## src/rtl/full_adder_4b.sv

```systemverilog
//-----------------------------------------------------------------------------
// full_adder_4b
//
// Purpose:
//   Parameterised ripple-carry adder. It has a carry-in, a carry-out and a
//   two's-complement overflow flag. The sum and flags are combinational, so
//   downstream ALU logic can use them in the same cycle. A registered copy of
//   the result is also provided for pipelined consumers. That copy is
//   qualified by valid and adds zero and negative flags.
//
// Parameters:
//   WIDTH         operand/result width in bits (>= 2), default 4
//
// Ports:
//   clk           clock, registers update on the rising edge
//   rst           asynchronous, active-high reset (registered stage only)
//   A, B          operands (unsigned or two's complement)
//   Cin           carry-in
//   F             combinational sum, A + B + Cin mod 2^WIDTH
//   Cout          combinational carry-out of the MSB
//   overflow      combinational two's-complement overflow
//   in_valid      capture strobe for the registered stage
//   F_q           registered F
//   Cout_q        registered Cout
//   ovf_q         registered overflow
//   zero_q        registered (F == 0)
//   neg_q         registered F[WIDTH-1]
//   out_valid     registered in_valid
//
// Optional feature (macro STICKY_OVF_EN):
//   sticky_clr    in:  clears ovf_sticky at a clock edge (clear wins over set)
//   ovf_sticky    out: sets when an edge captures overflow=1 with in_valid=1
//   When the macro is undefined, these ports and the sticky logic are absent.
//-----------------------------------------------------------------------------
`timescale 1ns/1ps

module full_adder_4b_cell (
    input  logic a,
    input  logic b,
    input  logic ci,
    output logic s,
    output logic co
);
    logic p;

    always_comb begin
        p  = a ^ b;
        s  = p ^ ci;
        co = (a & b) | (p & ci);
    end
endmodule

module full_adder_4b #(
    parameter int unsigned WIDTH = 4
) (
    input  logic             clk,
    input  logic             rst,
    input  logic [WIDTH-1:0] A,
    input  logic [WIDTH-1:0] B,
    input  logic             Cin,
    output logic             Cout,
    output logic             overflow,
    output logic [WIDTH-1:0] F,
    input  logic             in_valid,
    output logic [WIDTH-1:0] F_q,
    output logic             Cout_q,
    output logic             ovf_q,
    output logic             zero_q,
    output logic             neg_q,
    output logic             out_valid
`ifdef STICKY_OVF_EN
    ,
    input  logic             sticky_clr,
    output logic             ovf_sticky
`endif
);
    localparam int unsigned MSB = WIDTH - 1;

    //-------------------------------------------------------------------------
    // Combinational ripple-carry chain
    //-------------------------------------------------------------------------
    logic [WIDTH:0]   carry;
    logic [WIDTH-1:0] sum;

    assign carry[0] = Cin;

    for (genvar i = 0; i < WIDTH; i++) begin : g_cell
        full_adder_4b_cell u_cell (
            .a  (A[i]),
            .b  (B[i]),
            .ci (carry[i]),
            .s  (sum[i]),
            .co (carry[i+1])
        );
    end

    logic ovf_c;
    logic zero_c;

    always_comb begin
        // Cin contributes to the sum only. Overflow is judged from the operand
        // signs against the sign of the result.
        ovf_c  = (A[MSB] == B[MSB]) && (sum[MSB] != A[MSB]);
        zero_c = (sum == '0);
    end

    assign F        = sum;
    assign Cout     = carry[WIDTH];
    assign overflow = ovf_c;

    //-------------------------------------------------------------------------
    // Registered result stage
    //-------------------------------------------------------------------------
    logic [WIDTH-1:0] f_d,    f_q;
    logic             cout_d, cout_q;
    logic             ovf_d,  ovf_q_r;
    logic             zero_d, zero_q_r;
    logic             neg_d,  neg_q_r;
    logic             vld_q;

    always_comb begin
        f_d    = f_q;
        cout_d = cout_q;
        ovf_d  = ovf_q_r;
        zero_d = zero_q_r;
        neg_d  = neg_q_r;
        if (in_valid) begin
            f_d    = sum;
            cout_d = carry[WIDTH];
            ovf_d  = ovf_c;
            zero_d = zero_c;
            neg_d  = sum[MSB];
        end
    end

    // The zero flag resets to 1 so that it is consistent with F_q == 0.
    always_ff @(posedge clk or posedge rst) begin
        if (rst) begin
            f_q      <= '0;
            cout_q   <= 1'b0;
            ovf_q_r  <= 1'b0;
            zero_q_r <= 1'b1;
            neg_q_r  <= 1'b0;
            vld_q    <= 1'b0;
        end else begin
            f_q      <= f_d;
            cout_q   <= cout_d;
            ovf_q_r  <= ovf_d;
            zero_q_r <= zero_d;
            neg_q_r  <= neg_d;
            vld_q    <= in_valid;
        end
    end

    assign F_q       = f_q;
    assign Cout_q    = cout_q;
    assign ovf_q     = ovf_q_r;
    assign zero_q    = zero_q_r;
    assign neg_q     = neg_q_r;
    assign out_valid = vld_q;

`ifdef STICKY_OVF_EN
    //-------------------------------------------------------------------------
    // Sticky overflow: a clear on the same edge overrides a new set
    //-------------------------------------------------------------------------
    logic sticky_d, sticky_q;

    always_comb begin
        sticky_d = sticky_q;
        if (in_valid && ovf_c) begin
            sticky_d = 1'b1;
        end
        if (sticky_clr) begin
            sticky_d = 1'b0;
        end
    end

    always_ff @(posedge clk or posedge rst) begin
        if (rst) begin
            sticky_q <= 1'b0;
        end else begin
            sticky_q <= sticky_d;
        end
    end

    assign ovf_sticky = sticky_q;
`endif

endmodule

```

## config.mk

```make
export PLATFORM = sky130hd
export DESIGN_NAME = full_adder_4b
export DESIGN_NICKNAME = d
export VERILOG_FILES = /design/src/rtl/full_adder_4b.sv
export SDC_FILE = /design/constraint.sdc
export NUM_CORES = 1
export LEC_CHECK = 0
export ABC_AREA = 1
export ABC_CLOCK_PERIOD_IN_PS = 3100
export BUFFER_PORTS_ARGS = -buffer_cell sky130_fd_sc_hd__buf_2
export CAP_MARGIN = 30
export CORE_AREA = 2 2 39 41
export CTS_CLUSTER_DIAMETER = 40
export CTS_CLUSTER_SIZE = 28
export DETAILED_ROUTE_END_ITERATION = 16
export DIE_AREA = 0 0 41 43
export GPL_ROUTABILITY_DRIVEN = 0
export PLACE_DENSITY = 0.79
export SLEW_MARGIN = 5
export SYNTH_ARGS = -nofsm -noshare
export SYNTH_HDL_FRONTEND = slang
export SYNTH_SLANG_ARGS = --single-unit
export TNS_END_PERCENT = 20
```

## constraint.sdc

```tcl
create_clock -name clk -period 3.1 [get_ports clk]
set_clock_uncertainty 0.15 [all_clocks]
set_input_delay 0.31 -clock clk [delete_from_list [all_inputs] [get_ports clk]]
set_output_delay 0.31 -clock clk [all_outputs]
set_load 0.01 [all_outputs]
```

=== Yosys cells after proc, flatten, opt, wreduce, memory -nomap -nowiden ===
Cells that the tools add are included.
W data, S select, Z words.

* Bitwise gates (word level): 20
* Reductions and logical operators: 2
* Equal/unequal tests: 2

{| class="wikitable"
|+ Operator list
! cell !! count
|-
| $and A1 B1 Y1 || 8
|-
| $xor A1 B1 Y1 || 8
|-
| $logic_not A4 Y1 || 1
|-
| $or A1 B1 Y1 || 4
|-
| $eq A1 B1 Y1 || 1
|-
| $logic_and A1 B1 Y1 || 1
|-
| $ne A1 B1 Y1 || 1
|}

* Output and inout port bits: 15
* Input bits: 12
* Flip-flop bits (word level): 9
* Word-level logic and storage cells: 30

=== Depth between registers and ports, before layout ===
Gate-level depths: netlist of the first run.

* Word-level depth: 10
* Mapped depth: 9
* Mapped depth without buffers: 9

=== Hierarchy ===
Synthesis of the first run repeated with hierarchy kept, for this count alone.

* Cells, all modules: 43
* Area total of the unflattened synthesis: 415.4 um^2

{| class="wikitable"
|+ Modules (own cells, without submodules)
! module !! sequential area each (um^2) !! cells each !! area an instance (um^2) !! times used
|-
| full_adder_4b || 201.4 || 39 || 335.3 || 1
|-
| full_adder_4b_cell || 0.0 || 1 || 20.0 || 4
|}

=== Least setup slack after synthesis of the first run ===
OpenSTA, ideal clock, no wires.

* Path kind: input to output
* Start point: input A[0]
* End point: output overflow
* Buffers on the path: 0
* Arrival: 2.321 ns
* Stages on the path: 8
* Setup slack: 0.319 ns
* Required time: 2.640 ns
* Path through: fa_1 fa_1 fa_1 inv_1 fa_1 nand2_1 nand2_1 nor2_1

* Word-level cells in the longest chain between the ends: 10
* Elaborated cells between the ends (all ways): 11
* Those cells by class: 1 x eq/ne; 9 x bitwise; 1 x reduce/logical

{| class="wikitable"
|+ RTL lines
! what !! RTL line !! source
|-
| start: declaration || 58 || <nowiki>input logic [WIDTH-1:0] A,</nowiki>
|-
| $xor A1 B1 Y1 || 47 || <nowiki>p = a ^ b;</nowiki>
|-
| $and A1 B1 Y1 || 49 || <nowiki>co = (a & b) | (p & ci);</nowiki>
|-
| $or A1 B1 Y1 * || 49 ||
|-
| $and A1 B1 Y1 * || 49 ||
|-
| $or A1 B1 Y1 * || 49 ||
|-
| $and A1 B1 Y1 * || 49 ||
|-
| $or A1 B1 Y1 * || 49 ||
|-
| $xor A1 B1 Y1 * || 48 || <nowiki>s = p ^ ci;</nowiki>
|-
| $ne A1 B1 Y1 * || 103 || <nowiki>ovf_c = (A[MSB] == B[MSB]) && (sum[MSB] != A[MSB]);</nowiki>
|-
| $logic_and A1 B1 Y1 * || 103 ||
|-
| end: declaration || 62 || <nowiki>output logic overflow,</nowiki>
|}

Mark *: on every way between the ends. The rest lies on a longest branch, timed or not.

=== Worst setup path after layout of the first run ===
Ends and elaborated chain as after synthesis.

==> reports/qor.txt, run 1 <==
initial antenna violation count - 0
global route overflow - 0
Pint - 214 uW
worst min-delay path class - in2reg
Post-CTS Setup Inserts - 0
hold depth - 1
Hold WS - 0.0923 ns
Final Critical Period - 3.00 ns
CTS clk-pin slew, worst paths - 0.05 ns
maximum net fanout on the critical path - 4
final instance area - 622 sq um
nets - 93
Seq/Total Area, Yosys - 0.416
#FFs+latches synth - 8
worst-margin pin slew - 0.288 ns
core box area - 1380 sq um
Die Y - 43 microns
Avg Vias per Cell - 4.25
final non-filler cell total - 91
Logic pwr share - 0.330
Root Buffer - clkbuf_4
Max VDD drop - 0.000164 V
slowest CP cell - fa_1
H-tree depth - 1
CP cell instances - buf_2, fa_1, fa_1, fa_1, inv_1, fa_1, nand2_1, nand2_1, nor2_1, buf_2
CP peak stage delay - 0.48 ns
Worst Reg-to-Reg Cells - 2
Skew-Pair Late Insertion Delay - 0.25 ns
GRT Total Usage - 0.120
Syn Area/Cell - 9.68 sq um
Post-Syn Area - 484 sq um
DP HPWL - 781 microns
Sw Pwr - 101 uW
Iter 0 DRT Violations - 4
count of cell types in the netlist - 12
ratio of cells with drive above 1 in the final layout - 0.480
clock buffer count from CTS - 3
first-pass GRT wire length - 1.44 mm
drt drc - 0
Leak - 0.000360 uW
Worst Path Required - 2.64 ns
RSZ-0062 raised after global routing - false
slew margin rel. - 0.808
final antenna-violating net count - 0
Final period util - 0.966
largest net degree at the start of global routing - 12
Critical Path Most Common Cell - fa_1
Initial Util - 0.350
clk sinks - 8
startpoint types - primary input
cells after synthesis - 50
number of global-route vias before repair - 351
YS warnings - 0
via count - 387
area grow syn2layout - 28.4%
WP data arrival - 2.54 ns
number of max-cap violations - 0
die footprint - 1760 sq um
commonest cells after routing, fill and taps aside - buf_2, nand2_1, inv_1
Slew Limit Fails - 0
sequential share of power - 0.406
Syn Nets - 67
sw frac - 0.322
critical path type - in2out
n_diodes - 0
Inst Count DP - 86
CTS tree - done
TNS Setup - 0 ns
post-DR wirelength/cell - 9.86 microns
Cell Rows - 14
PortBufs - 26
final hold vios - 0
First-pass DRT Iterations - 4
setup violators final - 0
power per standard cell area - 507 nW/um^2
Placed Instance Area - 586 sq um
Clk pwr share - 0.264
leading cell type in the layout, fill and taps excluded - buf_2
# IOs - 27
clk buf depth - 2
fmax - 334 MHz
crit end category - primary output
width of the die - 41 microns
wirelength, routed - 897 microns
status - finished clean
## worst max-delay path: cells and delay by family
family | cells | cell delay (ns)
buffers and inverters | 3 | 0.31
adders and majority gates | 4 | 1.66
and+or+nand+nor | 3 | 0.26
## layer usage
layer  GRT usage  share of wire  up-vias  routed length, microns
met2       0.191           0.49       18                     438
met1       0.139           0.41      174                     365
met5           0              0        -                       0
met3      0.0366          0.087        2                      78
met4      0.0600          0.016        0                      14
li1            -              -      193                       -
## synth_stat cells (all sizes together)
cell | count | area (sq um)
ha | 1 | 12.5
nor2 | 4 | 15.0
inv | 10 | 37.5
fa | 4 | 80.1
buf | 6 | 48.8
nand2 | 11 | 41.3
o21ai | 4 | 35.0
dfrtp | 7 | 175
nand4 | 2 | 12.5
dfstp | 1 | 26.3
## through the flow
stage               worst slack (ns)  utilization  total power, uW
global placement               0.112        0.423              232
floorplan                      0.319            -              206
CTS                           0.0826        0.449              320
detailed placement            0.0898        0.423              235
finish                         0.104        0.449              315
global route                0.000110        0.449              340
## area by class of cell
type / count / area (sq um)
Clock buffer: 4 / 26.3
Fill cell: 140 / 762
Inverter: 10 / 37.5
Multi-Input combinational cell: 26 / 196
Sequential cell: 8 / 201
Tap cell: 16 / 20.0
Timing Repair Buffer: 27 / 140
## final timing paths
path / end / startpoint / slack [ns]
max: overflow / A[0] / 0.10
min: out_valid / in_valid / 0.09
max reg2reg: zero_q / zero_q / 2.25
min reg2reg: zero_q / zero_q / 0.32
max in group asynchronous: zero_q / rst / 2.14
min in group asynchronous: F_q[3] / rst / 0.38
## cells by family (layout without fill, tap and decap cells)
logic type / after synthesis / after routing / share of synthesized area
AND/OR/NAND/NOR: 17 / 17 / 0.142
adder cells (fa/ha/maj): 5 / 5 / 0.191
flip-flops: 8 / 8 / 0.416
AO/OA/AOI/OAI: 4 / 4 / 0.0723
buffers and inverters: 16 / 41 / 0.178
## flip-flops by register name (all words and copies together), names as in the netlist
register,flops
ovf_q,1
zero_q,1
Cout_q,1
F_q,4
out_valid,1
## power by group through the flow
stage	clock network (uW)	logic (uW)	registers [uW]
2_1_floorplan	0	69.9	136
3_3_place_gp	0	103	129
3_5_place_dp	0	105	129
4_1_cts	86.3	106	128
5_1_grt	92.2	118	129
6_report	83.2	104	128
## what timing repair did
item / CTS / global route
endpoints found under the hold margin: 7 / 0
hold buffers: 1 / 0
resized for setup: 0 / 0
(Power assumes the default switching activity.)
==> run 2: changes to the inputs <==
- RECOVER_POWER: unset -> 25
- SLEW_MARGIN: 5 -> unset
==> reports/qor.txt, run 2 (same netlist as run 1, synthesis figures left out) <==
worst-margin pin slew - 0.288 ns (unchanged)
# IOs - 27 (unchanged)
fmax - 334 MHz (unchanged)
n_diodes - 0 (unchanged)
number of max-cap violations - 0 (unchanged)
Initial Util - 0.350 (unchanged)
Slew Limit Fails - 0 (unchanged)
clk buf depth - 2 (unchanged)
critical path type - in2out
hold_sp - in_valid
Skew-Pair Late Insertion Delay - 0.25 ns (about the same)
setup slack after placement - 0.0898 ns (unchanged)
Max VDD drop - 0.000164 V (-0.13%)
final antenna-violating net count - 0 (unchanged)
power per standard cell area - 508 nW/um^2 (+0.14%)
area grow syn2layout - 28.2%
initial antenna violation count - 0 (unchanged)
CTS tree - done
Avg Vias per Cell - 4.25 (unchanged)
RSZ-0062 raised after global routing - false
post-route setup slack - 0.104 ns (unchanged)
die footprint - 1760 sq um (unchanged)
global route overflow - 0 (unchanged)
first-pass GRT wire length - 1.44 mm (unchanged)
Final Critical Period - 3.00 ns (unchanged)
Cell Rows - 14 (unchanged)
Root Buffer - clkbuf_4
largest net degree at the start of global routing - 12 (unchanged)
ratio of cells with drive above 1 in the final layout - 0.467 (-0.0133)
Leak - 0.000357 uW (-0.76%)
setup violators final - 0 (unchanged)
drt drc - 0 (unchanged)
PortBufs - 26 (unchanged)
leading cell type in the layout, fill and taps excluded - buf_2
r2r endpoint - zero_q
Iter 0 DRT Violations - 4 (unchanged)
final hold vios - 0 (unchanged)
status - finished clean
slowest CP cell - fa_1
First-pass DRT Iterations - 4 (unchanged)
WP data arrival - 2.54 ns (about the same)
wirelength, routed - 898 microns (+0.11%)
fin util - 0.448 (-0.000904)
post-CTS sizing - 0 (unchanged)
startpoint types - primary input
clock buffer count from CTS - 3 (unchanged)
beginning of the critical path - A[0]
commonest cells after routing, fill and taps aside - buf_2, nand2_1, inv_1
TNS Setup - 0 ns (unchanged)
flip-flop count of the largest register after layout - 4 (unchanged)
FF-to-FF Start - zero_q
GRT Total Usage - 0.120 (unchanged)
Worst Reg-to-Reg Cells - 2 (unchanged)
number of global-route vias before repair - 351 (unchanged)
post-DR wirelength/cell - 9.87 microns (+0.11%)
hold depth - 1 (unchanged)
H-tree depth - 1 (unchanged)
CTS clk-pin slew, worst paths - 0.05 ns (about the same)
CP cell instances - buf_2, fa_1, fa_1, fa_1, inv_1, fa_1, nand2_1, nand2_1, nor2_1, buf_2
worst min-delay path class - in2reg
Final period util - 0.966 (unchanged)
CP peak stage delay - 0.48 ns (about the same)
Hold WS - 0.125 ns (+0.0328 ns)
clk sinks - 8 (unchanged)
maximum net fanout on the critical path - 4 (unchanged)
slew margin rel. - 0.808 (unchanged)
FF-to-FF setup slack - 2.25 ns (about the same)
largest delay contributor family on the critical path - adder cells
core box area - 1380 sq um (unchanged)
WHS Endpoint - out_valid
Die Y - 43 microns (unchanged)
width of the die - 41 microns (unchanged)
DP HPWL - 781 microns (unchanged)
Critical Path Most Common Cell - fa_1
Worst Path Required - 2.64 ns (about the same)
crit end category - primary output
Worst Path Buf+Inv - 3 (unchanged)
nets - 93 (unchanged)
overall power - 315 uW (about the same)
via count - 387 (unchanged)
## run 2: cell count changes in the layout (fill, tap and decap cells not counted)
cell and change:
clkbuf_1 +1, buf_2 -1
## run 2: worst max path at each step
stage                    end  cells after the start
global placement    overflow                     10
detailed placement  overflow                     10
CTS                 overflow                     10
floorplan           overflow                      8
finish              overflow                     10
global route        overflow                     10
## run 2: metrics by stage
stage | cell area (sq um) | std cells
after floorplan | 484 | 50
after global placement | 586 | 86
after detailed placement | 586 | 86
after CTS | 622 | 91
after global routing | 621 | 91
final | 621 | 91
## run 2: metal layers
metal / up-vias / track usage / part of all wire
li1: 193 / - / -
met1: 174 / 0.139 / 0.41
met2: 18 / 0.191 / 0.49
met3: 2 / 0.0366 / 0.087
met4: 0 / 0.0600 / 0.016
met5: - / 0 / 0
## run 2: final cells by class
| type | count | area, sq um |
|---|---|---|
| Fill cell | 141 | 763 |
| Multi-Input combinational cell | 26 | 196 |
| Inverter | 10 | 37.5 |
| Clock buffer | 4 | 26.3 |
| Timing Repair Buffer | 27 | 139 |
| Tap cell | 16 | 20.0 |
| Sequential cell | 8 | 201 |
## run 2: what timing repair did
action                    in CTS  in global routing
setup buffers                  0                  0
hold endpoints to repair       7                  0
hold buffers                   1                  0
## run 2: worst register-to-register path, delay by kind of cell (launching register included)
kind	cells	cell delay, ns
DFF	1	0.52
and+or+nand+nor	2	0.12
## run 2: power by group
| part | internal, uW | total [uW] | switching [uW] | leakage, uW |
|---|---|---|---|---|
| Clock | 49.1 | 83.2 | 34.1 | 0.0000150 |
| Combinational | 44.5 | 104 | 59.4 | 0.000248 |
| Sequential | 120 | 128 | 7.87 | 0.0000948 |
| Total | 214 | 315 | 101 | 0.000357 |
==> run 3: changes to the inputs <==
- REMOVE_ABC_BUFFERS: unset -> 1
==> reports/qor.txt, run 3 (same netlist as run 1, synthesis figures left out) <==
status - finished clean
flip-flop count of the largest register after layout - 4 (unchanged)
drt drc - 0 (unchanged)
Max VDD drop - 0.000203 V (+24%)
met1 Usage GRT - 0.139 (+0.000942)
CP peak stage delay - 0.47 ns (about the same)
crit end category - primary output
global route overflow - 0 (unchanged)
Final period util - 0.960 (-0.00610)
leading cell type in the layout, fill and taps excluded - buf_2
Inst Count DP - 86 (unchanged)
Final Critical Period - 2.98 ns (-0.0189 ns)
clk sinks - 8 (unchanged)
Leak - 0.000357 uW (-0.23%)
FF-to-FF setup slack - 2.24 ns (about the same)
FF-to-FF Start - zero_q
worst-margin pin slew - 0.302 ns (+0.0141 ns)
final hold vios - 0 (unchanged)
hold_sp - in_valid
WP data arrival - 2.52 ns (-0.02 ns)
Iter 0 DRT Violations - 7 (+3)
core box area - 1380 sq um (unchanged)
critical path type - in2out
Avg Vias per Cell - 4.29 (+0.78%)
largest delay contributor family on the critical path - adder cells
Cell Rows - 14 (unchanged)
CTS clk-pin slew, worst paths - 0.06 ns (about the same)
first-pass GRT wire length - 1.46 mm (+1.9%)
maximum net fanout on the critical path - 4 (unchanged)
startpoint types - primary input
Critical Path Most Common Cell - fa_1
Worst Path Required - 2.64 ns (about the same)
initial antenna violation count - 0 (unchanged)
clk buf depth - 2 (unchanged)
global routing's busiest layer - met2
width of the die - 41 microns (unchanged)
RSZ-0062 raised after global routing - false
r2r endpoint - zero_q
final non-filler cell total - 91 (unchanged)
GR Util met2 - 0.197 (+0.00625)
slowest CP cell - fa_2
met3 GRT Util - 0.0471 (+0.0105)
Worst Path Buf+Inv - 3 (unchanged)
wirelength, routed - 890 microns (-0.89%)
n_diodes - 0 (unchanged)
setup violators final - 0 (unchanged)
CTS tree - done
largest net degree at the start of global routing - 12 (unchanged)
nets - 93 (unchanged)
Skew-Pair Late Insertion Delay - 0.25 ns (about the same)
TNS Setup - 0 ns (unchanged)
Post-CTS Setup Inserts - 0 (unchanged)
hold depth - 1 (unchanged)
commonest cells after routing, fill and taps aside - buf_2, nand2_1, inv_1
fillers - 141 (unchanged)
H-tree depth - 1 (unchanged)
via count - 390 (+0.78%)
slew margin rel. - 0.798 (-0.00944)
fmax - 336 MHz (+0.64%)
worst min-delay path class - in2reg
Initial Util - 0.350 (unchanged)
First-pass DRT Iterations - 3 (-1)
final antenna-violating net count - 0 (unchanged)
DP HPWL - 745 microns (-4.5%)
Slew Limit Fails - 0 (unchanged)
WHS Endpoint - out_valid
die footprint - 1760 sq um (unchanged)
number of max-cap violations - 0 (unchanged)
number of global-route vias before repair - 374 (+6.6%)
Die Y - 43 microns (unchanged)
area grow syn2layout - 28.7%
GRT Total Usage - 0.125 (+0.00433)
# IOs - 27 (unchanged)
post-DR wirelength/cell - 9.78 microns (-0.89%)
power per standard cell area - 512 nW/um^2 (+0.77%)
ratio of cells with drive above 1 in the final layout - 0.480 (+0.0133)
PortBufs - 26 (unchanged)
Root Buffer - clkbuf_4
clock buffer count from CTS - 3 (unchanged)
CP cell instances - buf_2, fa_1, fa_1, fa_1, inv_1, fa_2, nand2_1, nand2_1, nor2_1, buf_2
Worst Reg-to-Reg Cells - 2 (unchanged)
[run 3: timing repair]
action | in CTS | in global routing
resized for setup | 0 | 1
hold buffers | 1 | 0
setup endpoints to repair | 0 | 1
endpoints found under the hold margin | 7 | 0
[run 3: cell type report]
| cell class | instances | area [sq um] | area share |
|---|---|---|---|
| clock buffers | 4 | 26.3 | 0.0422 |
| inverters | 10 | 37.5 | 0.0602 |
| multi-input cells | 26 | 199 | 0.319 |
| flip-flops and latches | 8 | 201 | 0.323 |
| well taps | 16 | 20.0 | 0.0321 |
| repair buffers | 27 | 139 | 0.223 |
[run 3: worst max-delay path by stage]
stage	from	to	slack, ns	depth (start not counted)
5_1_grt	A[0]	overflow	0.02	10
3_3_place_gp	A[0]	overflow	0.13	10
3_5_place_dp	A[0]	overflow	0.10	10
4_1_cts	A[0]	overflow	0.09	10
6_report	A[0]	overflow	0.12	10
2_1_floorplan	A[0]	overflow	0.32	8
[run 3: metrics by stage]
| stage | setup slack, ns | area (sq um) | power, uW | hold slack [ns] | util |
|---|---|---|---|---|---|
| floorplan | 0.319 | 435 | 190 | -0.0251 | - |
| global placement | 0.134 | 586 | 232 | 0.110 | 0.423 |
| finish | 0.123 | 623 | 319 | 0.0938 | 0.450 |
| global route | 0.0183 | 623 | 343 | 0.0922 | 0.450 |
| detailed placement | 0.101 | 586 | 235 | 0.111 | 0.423 |
| CTS | 0.0948 | 622 | 323 | 0.0672 | 0.449 |
[run 3: per-layer routing]
metal,vias to the layer above,share of wire
li1,197,-
met1,176,0.40
met2,17,0.51
met3,0,0.088
met4,0,0
met5,-,0
[run 3: worst register-to-register path, stage by stage (launching register included)]
cell	delay, ns
dfstp_2	0.53
nand2_1	0.05
nand2_1	0.08
[run 3: power by group]
part | total [uW] | internal (uW) | switching (uW)
registers | 127 | 120 | 7.32
clock network | 86.1 | 49.3 | 36.8
logic | 106 | 45.7 | 59.8
total | 319 | 215 | 104
